### src/rtl/onehot_decoder_seq.sv
// onehot_decoder_seq: FIFO-buffered 3-to-8 one-hot decoder driving each code for hold_cycles+1 cycles with a one-cycle zero gap
// Ports: code_in/code_valid/code_ready push codes into a DEPTH-entry FIFO; hold_cycles is sampled at pop;
// out is the registered one-hot strobe, out_valid = |out, busy covers FSM activity or queued codes, fifo_count is occupancy.
module onehot_decoder_seq #(
  parameter int DEPTH = 4,
  parameter int HOLD_W = 4
) (
  input  logic                     clk,
  input  logic                     rst,
  input  logic [2:0]               code_in,
  input  logic                     code_valid,
  output logic                     code_ready,
  input  logic [HOLD_W-1:0]        hold_cycles,
  output logic [7:0]               out,
  output logic                     out_valid,
  output logic                     busy,
  output logic [$clog2(DEPTH):0]   fifo_count
);
  localparam int AW = $clog2(DEPTH);
  typedef enum logic [1:0] {IDLE, DRIVE, GAP} state_t;
  state_t            state;
  logic [2:0]        mem [DEPTH];
  logic [AW-1:0]     wr_ptr, rd_ptr;
  logic [HOLD_W-1:0] cnt;
  logic              push, pop;
  // ready ignores a same-cycle pop so it depends on registered state only
  assign code_ready = fifo_count < (AW+1)'(DEPTH);
  assign push = code_valid && code_ready;
  // IDLE and GAP both pop whenever something is queued
  assign pop = (state != DRIVE) && (fifo_count != '0);
  assign out_valid = |out;
  assign busy = (state != IDLE) || (fifo_count != '0);
  always_ff @(posedge clk) begin
    if (rst) begin
      wr_ptr <= '0;
      rd_ptr <= '0;
      fifo_count <= '0;
      state <= IDLE;
      cnt <= '0;
      out <= '0;
    end else begin
      if (push) begin
        mem[wr_ptr] <= code_in;
        wr_ptr <= wr_ptr + 1'b1;
      end
      if (pop) rd_ptr <= rd_ptr + 1'b1;
      if (push && !pop) fifo_count <= fifo_count + 1'b1;
      else if (pop && !push) fifo_count <= fifo_count - 1'b1;
      if (state == DRIVE) begin
        state <= (cnt == '0) ? GAP : DRIVE;
        cnt <= (cnt == '0) ? cnt : cnt - 1'b1;
        out <= (cnt == '0) ? 8'h00 : out;
      end else begin
        state <= pop ? DRIVE : IDLE;
        cnt <= pop ? hold_cycles : cnt;
        out <= pop ? 8'd1 << mem[rd_ptr] : 8'h00;
      end
    end
  end
endmodule
### config.mk
export PLATFORM = sky130hd
export DESIGN_NAME = onehot_decoder_seq
export DESIGN_NICKNAME = d
export VERILOG_FILES = /design/src/rtl/onehot_decoder_seq.sv
export SDC_FILE = /design/constraint.sdc
export NUM_CORES = 1
export LEC_CHECK = 0
export CAP_MARGIN = 20
export CORE_MARGIN = 2
export CORE_UTILIZATION = 36
export DETAILED_ROUTE_END_ITERATION = 8
export PLACE_DENSITY_LB_ADDON = 0.2
export SYNTH_ARGS = -nofsm -noshare
export SYNTH_HDL_FRONTEND = slang
export SYNTH_SLANG_ARGS = --single-unit
### constraint.sdc
create_clock -name clk -period 2.79 [get_ports clk]
set_input_delay 0.837 -clock clk [delete_from_list [all_inputs] [get_ports clk]]
set_output_delay 0.837 -clock clk [all_outputs]
set_load 0.01 [all_outputs]
# [Word level (Yosys, flattened, before mapping)]
# Memories as Yosys holds them, arrays and structs flattened. A register that Yosys moved wholly into a read port is not among the register bits.
# Index checks and enable logic that the tools add are counted.
# Widths: inputs -> output; s select.
[totals] input_bits=10 out_inout_bits=14 mem_bits_rw=12 n_memories=1 reg_bits=21
[op_classes] shift=1 order_cmp=1 n_eq_ne=4 mux=16 reduce_logical=14 addsub=5
[memory_table] name="mem" depth=4 word_bits=3 read_ports=1 rd_ports_with_merged_regs=1 write_ports=1 line="22" rtl="logic [2:0] mem [DEPTH];"
[ops] cell="$mux 8" count=3
[ops] cell="$mux 4" count=3
[ops] cell="$mux 2" count=4
[ops] cell="$reduce_or 8->1" count=1
[ops] cell="$shl 1x3->8 const A" count=1
[ops] cell="$mux 3" count=2
[ops] cell="$reduce_bool 2->1" count=3
[ops] cell="$add 2x1->2 const B" count=2
[ops] cell="$logic_and 1x1->1" count=4
[ops] cell="$logic_not 4->1" count=1
[ops] cell="$mux 1" count=4
[ops] cell="$ne 2x1->1 const B" count=2
[ops] cell="$sub 4x1->4 const B" count=1
[ops] cell="$add 3x1->3 const B" count=1
[ops] cell="$lt 3x3->1 const B" count=1
[ops] cell="$reduce_bool 3->1" count=1
[ops] cell="$sub 3x1->3 const B" count=1
[ops] cell="$eq 2x1->1 const B" count=1
[ops] cell="$logic_not 1->1" count=2
[ops] cell="$ne 2x2->1 const B" count=1
[ops] cell="$reduce_and 2->1" count=1
[ops] cell="$logic_or 1x1->1" count=1

# [Logic depth before layout (Yosys ltp)]
# Gate-level depths: netlist of the first run.
[logic_depth] depth_word=6 mapped_depth=9 ltp_nobuf=8

# [Worst setup path after synthesis of the first run]
# OpenSTA, ideal clock, no wires.
[synth_path] path_kind="input to register" start="in code_valid" end="reg fifo_count[2]" setup_time_ns=0.071 t_arrival_ns=2.303 path_stages=7 slack_ns=0.416 t_required_ns=2.719 cell_sequence="nor2b_1 ha_1 inv_1 fa_1 xor2_1 or3_1 a21oi_1"
[synth_between] elab_chain_len=4 word_cells_on_any_way=6 classes_between="mux (1); reduce/logical (5)"
[synth_lines] element="from (decl)" line="11" rtl="input logic code_valid,"
[synth_lines] element="$logic_and 1x1->1 (*)" line="28" rtl="assign push = code_valid && code_ready;"
[synth_lines] element="$logic_not 1->1" line="48" rtl="else if (pop && !push) fifo_count <= fifo_count - 1'b1;"
[synth_lines] element="$logic_and 1x1->1" line="48"
[synth_lines] element="$reduce_bool 2->1 (no source line)"
[synth_lines] element="to (signal assigned)" line="47" rtl="if (push && !pop) fifo_count <= fifo_count + 1'b1;"
[synth_lines] element="to (signal assigned)" line="48"
[synth_lines] element="to (decl)" line="17" rtl="output logic [$clog2(DEPTH):0] fifo_count"
# Every way passes the cells marked *; elsewhere a longest branch is shown, timed or not.
# A chain may end at the register's enable or synchronous reset.

# [Worst setup path after layout of the first run]
[layout_path] start="reg fifo_count[0]" end="out busy"
[layout_between] elab_chain_len=2
[layout_lines] element="$reduce_bool 3->1" line="32" rtl="assign busy = (state != IDLE) || (fifo_count != '0);"
[layout_lines] element="$logic_or 1x1->1" line="32"
[layout_lines] element="to (decl)" line="16" rtl="output logic busy,"
# Every way passes these cells.

==> flow_metrics.py, run 1 <==
metrics = {
    "status": {
        "outcome": "finished clean",
    },
    "floorplan": {
        "io_pins": 24,
        "coreArea_um2": 4000,
        "die_h_um": 68.7,
        "die_area_um2": 4720,
        "placementRows": 23,
        "die_width_um": 68.7,
        "start_util_pct": 37.7,
    },
    "timing": {
        "worst_slew_pin_slew_ns": 0.321,
        "fin_crit_sh_pct": 96.6,
        "fin_ws_ns": 0.0939,
        "tns_ns": 0,
        "timing.fmax_mhz": 371,
        "hold_viol": 0,
        "finalCriticalPeriod_ns": 2.70,
        "max_slew_margin_pct": 78.6,
        "finalSetupViolCount": 0,
        "rsz0062_at_grt": "no",
        "fin_worst_skew_ns": 0.00379,
        "finalMaxSlewViolations": 0,
    },
    "hold_path": {
        "hp-start": "out[5]",
        "hold_path_class": "reg -> reg",
        "min_path_cells": 2,
        "min_to": "out[5]",
    },
    "yosys": {
        "netlist_area_um2": 1510,
        "ys_warn_count": 0,
        "synth_fp_nets": 147,
        "synth_edf_count": 12,
        "ys_seq_area_share_pct": 54.5,
        "async_reset_ff_share_pct": 0,
        "synth_cell_types": 36,
        "synthCells": 130,
        "ys_ff_latch": 35,
        "avgSynthCellArea_um2": 11.6,
        "synth_flop_cell": "dfxtp_1",
    },
    "worst_setup_path": {
        "rrSetupSlack_ns": 0.43,
        "critPathKind": "reg -> out",
        "critPathArrivalTime_ns": 1.86,
        "critPathMaxStageDelay_ns": 0.49,
        "critPathLaunchType": "flop",
        "crit_chain": "or3_1 -> or3_1 -> clkdlybuf4s50_1",
        "r2r-end": "fifo_count[2]",
        "cp_num_buf_inv": 1,
        "crit-reg2reg-launch": "fifo_count[0]",
        "cp_common_cell": "or3_1",
        "crit_fanout": 4,
        "crit_path_end_kind": "output port",
        "reg2reg_depth": 9,
        "critPathRequiredTime_ns": 1.95,
        "crit_family": "simple AND/OR/NAND/NOR gates",
        "critical-path-slowest-cell": "clkdlybuf4s50_1",
    },
    "place": {
        "post_dp_cell_area_um2": 1810,
        "placement.io_buffers": 23,
        "dp_hpwl_um": 2070,
        "place_ws_ns": 0.0353,
        "place.gp.congestion": 0.792,
    },
    "routing": {
        "drc_errors": 0,
        "post_drt_wl_per_cell_um": 12.7,
        "viasPerCell": 4.99,
        "num_vias": 1057,
        "drt_iter0_drc": 54,
        "ant_nets": 0,
        "drt-total-wl_um": 2690,
        "drt_first_pass_iters": 4,
    },
    "pwr": {
        "cellPowerDensity_nw_per_um2": 1000,
        "leakagePower_nw": 0.713,
        "ir_worst_vdd_uv": 607,
    },
    "cts": {
        "clock_path_buffers": 2,
        "cts_num_sinks": 35,
        "post_cts_resize_count": 0,
        "cts-buffers-inserted": 5,
        "path_clk_slew_ns": 0.07,
        "htree_levels": 2,
        "cts-root-buf": "clkbuf_8",
        "hold_buffers": 0,
        "worstSkewPairLatency_ns": 0.28,
        "postCtsSetupBuffers": 0,
        "cts_tree": "yes",
    },
    "global_route": {
        "grt_usage_pct": 13.8,
        "grt_pass1_vias": 1049,
        "overflow": 0,
        "grt_pass1_wl_um": 4660,
        "antenna_found_initial": 0,
        "grt_max_degree": 15,
    },
    "finish": {
        "n_antenna_cell": 0,
        "drive_above_1_share_pct": 11.7,
        "finalInstanceArea_um2": 1900,
        "layout.nets": 178,
        "area_growth_syn_to_layout_pct": 26.0,
        "post-route-util_pct": 47.5,
    },
    "run": {
        "max_cap_viol_count": 0,
    },
}
[worst register-to-register path, cell delays in order, from the launching register on]
cell	delay, ns
dfxtp_1	0.37
or3_1	0.40
buf_4	0.18
nand2_2	0.11
ha_1	0.21
inv_1	0.06
fa_1	0.37
xor2_1	0.16
or3_1	0.30
a21oi_1	0.14
[stage by stage]
| step | power (mW) | instances | hold WS [ns] |
|---|---|---|---|
| after global placement | 1.54 | 204 | 0.464 |
| after CTS | 1.92 | 212 | 0.479 |
| after floorplan | 1.31 | 130 | 0.485 |
| final | 1.90 | 212 | 0.472 |
| after detailed placement | 1.57 | 204 | 0.469 |
| after global routing | 2.06 | 212 | 0.494 |
[cell usage after synthesis (2+ instances only)]
| cell | n | area, um^2 |
|---|---|---|
| ha_1 | 6 | 75.1 |
| a32o_1 | 4 | 40.0 |
| edfxtp_1 | 12 | 360 |
| nor4_1 | 2 | 12.5 |
| or3_1 | 3 | 18.8 |
| nor2_1 | 13 | 48.8 |
| o31ai_1 | 5 | 37.5 |
| nor2b_1 | 3 | 18.8 |
| nor3_1 | 4 | 20.0 |
| mux4_2 | 3 | 67.6 |
| dfxtp_1 | 23 | 460 |
| nand2_1 | 5 | 18.8 |
| inv_1 | 9 | 33.8 |
| a21oi_1 | 6 | 30.0 |
| mux2i_1 | 3 | 30.0 |
| o21ai_0 | 2 | 10.0 |
| nand3_1 | 2 | 10.0 |
| xor2_1 | 4 | 35.0 |
| and2_1 | 4 | 25.0 |
[cell families after synthesis]
| logic type | after synthesis | share of synthesized area (%) |
|---|---|---|
| adder cells (fa/ha/maj) | 7 | 6.31 |
| flip-flops | 35 | 54.5 |
| XOR/XNOR | 5 | 2.91 |
| AND/OR/NAND/NOR | 44 | 15.9 |
| multiplexers | 7 | 7.97 |
| buffers and inverters | 13 | 3.82 |
| AO/OA/AOI/OAI | 19 | 8.64 |
[cell type report]
type | instances | area (um^2)
multi-input cells | 82 | 628
well taps | 50 | 62.6
repair buffers | 28 | 268
clock inverters | 2 | 12.5
fillers | 348 | 2100
flip-flops and latches | 35 | 821
inverters | 9 | 33.8
clock buffers | 6 | 72.6
[state kept, by name, summed over array words and instances (netlist names), named ones only]
signal	count
wr_ptr	2
mem	12
out	8
fifo_count	3
rd_ptr	2
state	2
cnt	4
[per-layer routing]
| metal | track usage (%) | vias to the layer above | share of wire, % |
|---|---|---|---|
| met1 | 16.0 | 506 | 42 |
| met4 | 6.62 | 0 | 2.0 |
| li1 | - | 524 | - |
| met3 | 4.87 | 5 | 5.2 |
| met5 | 0 | - | 0 |
| met2 | 22.6 | 22 | 50 |
[worst max path at each step]
stage	from	end	slack (ns)	cells past startpoint
after global placement	code_valid	fifo_count[2]	0.09	8
after global routing	fifo_count[0]	busy	0.02	3
final	fifo_count[0]	busy	0.09	3
after detailed placement	code_valid	fifo_count[2]	0.04	8
after floorplan	code_valid	fifo_count[2]	0.42	7
after CTS	fifo_count[0]	busy	0.08	3
[power breakdown]
group,internal (mW),switching [mW]
clock network,0.174,0.173
logic,0.407,0.416
registers,0.635,0.0951
[layout by cell type, fill, tap and decap left out, drive strengths merged]
| master | count |
|---|---|
| nor4bb | 1 |
| and2 | 4 |
| nand2b | 1 |
| nor2b | 3 |
| clkinvlp | 1 |
| o31ai | 5 |
| fa | 1 |
| clkdlybuf4s50 | 23 |
| mux2i | 4 |
| nor3b | 1 |
| a21oi | 6 |
| mux4 | 3 |
| buf | 5 |
| nand3 | 2 |
| inv | 9 |
| nor3 | 5 |
| clkbuf | 6 |
| xor2 | 4 |
| a22oi | 1 |
| a32o | 4 |
| nor4 | 2 |
| or2 | 1 |
| nand4b | 1 |
| or3b | 1 |
| o21ai | 3 |
| nand2 | 6 |
| edfxtp | 12 |
| or3 | 3 |
| nor2 | 13 |
| dfxtp | 23 |
| ha | 6 |
| xnor2 | 1 |
| clkinv | 1 |
Power figures use the tool's default switching activity.
==> inputs of run 2 (changes only) <==
- GPL_TIMING_DRIVEN: not set -> 0
==> run 2 against run 1 <==
  * Cell area is 0.99% lower
  * Sequential power hardly changed
  * Fmax is 3.1% higher
  * Count of clock-buffer cells in the layout is 1 lower
  * Clock skew is 0.00062 ns lower
  * First-iteration DRC count is 24% lower
  * Die area stayed put
  * Hold slack better by 0.0030 ns
  * Non-clock buffer count is 2 lower
  * Critical path depth is 1 higher
  * Via count hardly changed
  * Utilization is 0.47 points lower
==> flow_metrics.py, run 2 (synthesis gave the netlist of run 1 again) <==
metrics = {
    "worst_setup_path": {
        "critPathArrivalTime_ns": 1.78,
        "crit_chain": "or3_1 -> buf_6 -> or3_1 -> dlygate4sd2_1",
        "critPathLaunchType": "flop",
        "critical-path-slowest-cell": "or3_1",
        "crit_path_end_kind": "output port",
        "crit_fanout": 6,
        "cp_num_buf_inv": 2,
        "critPathKind": "reg -> out",
        "critPathRequiredTime_ns": 1.95,
        "crit_family": "simple AND/OR/NAND/NOR gates",
        "cp_common_cell": "or3_1",
        "critPathMaxStageDelay_ns": 0.40,
    },
    "hold_path": {
        "hold_path_class": "reg -> reg",
    },
    "floorplan": {
        "die_h_um": 68.7,
        "io_pins": 24,
        "coreArea_um2": 4000,
        "start_util_pct": 37.7,
        "placementRows": 23,
        "die_width_um": 68.7,
        "die_area_um2": 4720,
    },
    "routing": {
        "drt_iter0_drc": 41,
        "post_drt_wl_per_cell_um": 13.2,
        "drt-total-wl_um": 2780,
        "drc_errors": 0,
        "viasPerCell": 5.03,
        "drt_first_pass_iters": 4,
        "num_vias": 1056,
        "ant_nets": 0,
    },
    "cts": {
        "path_clk_slew_ns": 0.07,
        "cts-buffers-inserted": 5,
        "hold_buffers": 0,
        "worstSkewPairLatency_ns": 0.28,
        "cts_tree": "yes",
        "htree_levels": 2,
        "cts-root-buf": "clkbuf_8",
        "postCtsSetupBuffers": 0,
        "clock_path_buffers": 2,
        "cts_num_sinks": 35,
    },
    "finish": {
        "stdcell_count": 210,
        "largest_reg_flops": 12,
        "fill_cells": 369,
        "largest-register": "mem",
        "layout_commonest_cell": "dfxtp_1",
        "top_regs": "mem (12), out (8), cnt (4)",
        "layout_common_cells": "23 x dfxtp_1, 21 x clkdlybuf4s50_1, 13 x nor2_1",
        "layout.nets": 176,
        "n_antenna_cell": 0,
        "area_growth_syn_to_layout_pct": 24.8,
        "drive_above_1_share_pct": 11.3,
    },
    "run": {
        "max_cap_viol_count": 0,
    },
    "timing": {
        "worst_slew_pin_slew_ns": 0.812,
        "timing.fmax_mhz": 382,
        "finalMaxSlewViolations": 0,
        "fin_crit_sh_pct": 93.8,
        "finalCriticalPeriod_ns": 2.62,
        "hold_viol": 0,
        "hold_ws_ns": 0.475,
        "fin_worst_skew_ns": 0.00317,
        "finalSetupViolCount": 0,
        "tns_ns": 0,
        "rsz0062_at_grt": "no",
        "max_slew_margin_pct": 45.5,
    },
    "place": {
        "dp.cells": 202,
        "dp_hpwl_um": 2110,
        "place.gp.congestion": 0.759,
        "placement.io_buffers": 22,
    },
    "global_route": {
        "overflow": 0,
        "grt_pass1_vias": 1059,
        "grt_pass1_wl_um": 4680,
        "grt_max_degree": 13,
        "antenna_found_initial": 0,
        "grt_usage_pct": 14.0,
    },
    "pwr": {
        "leakagePower_nw": 0.697,
        "cellPowerDensity_nw_per_um2": 1010,
        "ir_worst_vdd_uv": 628,
        "totalPowerFinal_mw": 1.90,
    },
    "status": {
        "outcome": "finished clean",
    },
}
[run 2: cell types whose count changed in the layout (fill, tap and decap cells not counted), sizes merged]
cell,previous run,this run
buf,5,3
clkinvlp,1,2
clkdlybuf4s50,23,21
dlygate4sd2,0,1
[run 2: cell type report]
type / count / area (um^2) / area share [%]
buffer: 4 / 23.8 / 1.26
clock buffer: 5 / 68.8 / 3.66
clock inverter: 3 / 20.0 / 1.07
inverter: 9 / 33.8 / 1.80
multi-input combinational: 82 / 631 / 33.6
sequential: 35 / 821 / 43.7
tap: 50 / 62.6 / 3.33
timing repair buffer: 22 / 219 / 11.7
[run 2: what timing repair did]
action	CTS	global route
setup endpoints to repair	1	1
gates resized for setup	1	1
pin swaps	0	0
[run 2: tightest hold or removal path, cell delays in order (launching register included)]
cell and delay (ns):
dfxtp_1 0.32, nand2_1 0.06, o31ai_1 0.05
[run 2: final timing paths]
check	to	startpoint	slack, ns	cells past startpoint
worst max-delay path	busy	fifo_count[2]	0.17	4
worst min-delay path	out[6]	out[6]	0.47	2
worst max register to register	fifo_count[2]	fifo_count[2]	0.45	9
worst min register to register	out[6]	out[6]	0.47	2
[run 2: layer usage]
layer	global-route usage (%)	share of wire, %	up-vias
li1	-	-	521
met1	14.8	44	510
met2	25.0	51	20
met3	4.06	3.5	5
met4	7.35	1.8	0
met5	0	0	-
[run 2: per-stage QoR]
step	utilization, %	worst slack, ns	area (um^2)
finish	47.0	0.174	1880
global route	47.0	0.0408	1880
CTS	46.9	0.0669	1880
detailed placement	44.7	-0.213	1790
global placement	44.7	-0.157	1790
floorplan	-	0.416	1510
[run 2: where the power goes]
part / internal [mW] / switching, mW / total (mW)
clock: 0.174 / 0.185 / 0.358
combinational: 0.399 / 0.418 / 0.817
sequential: 0.635 / 0.0940 / 0.729
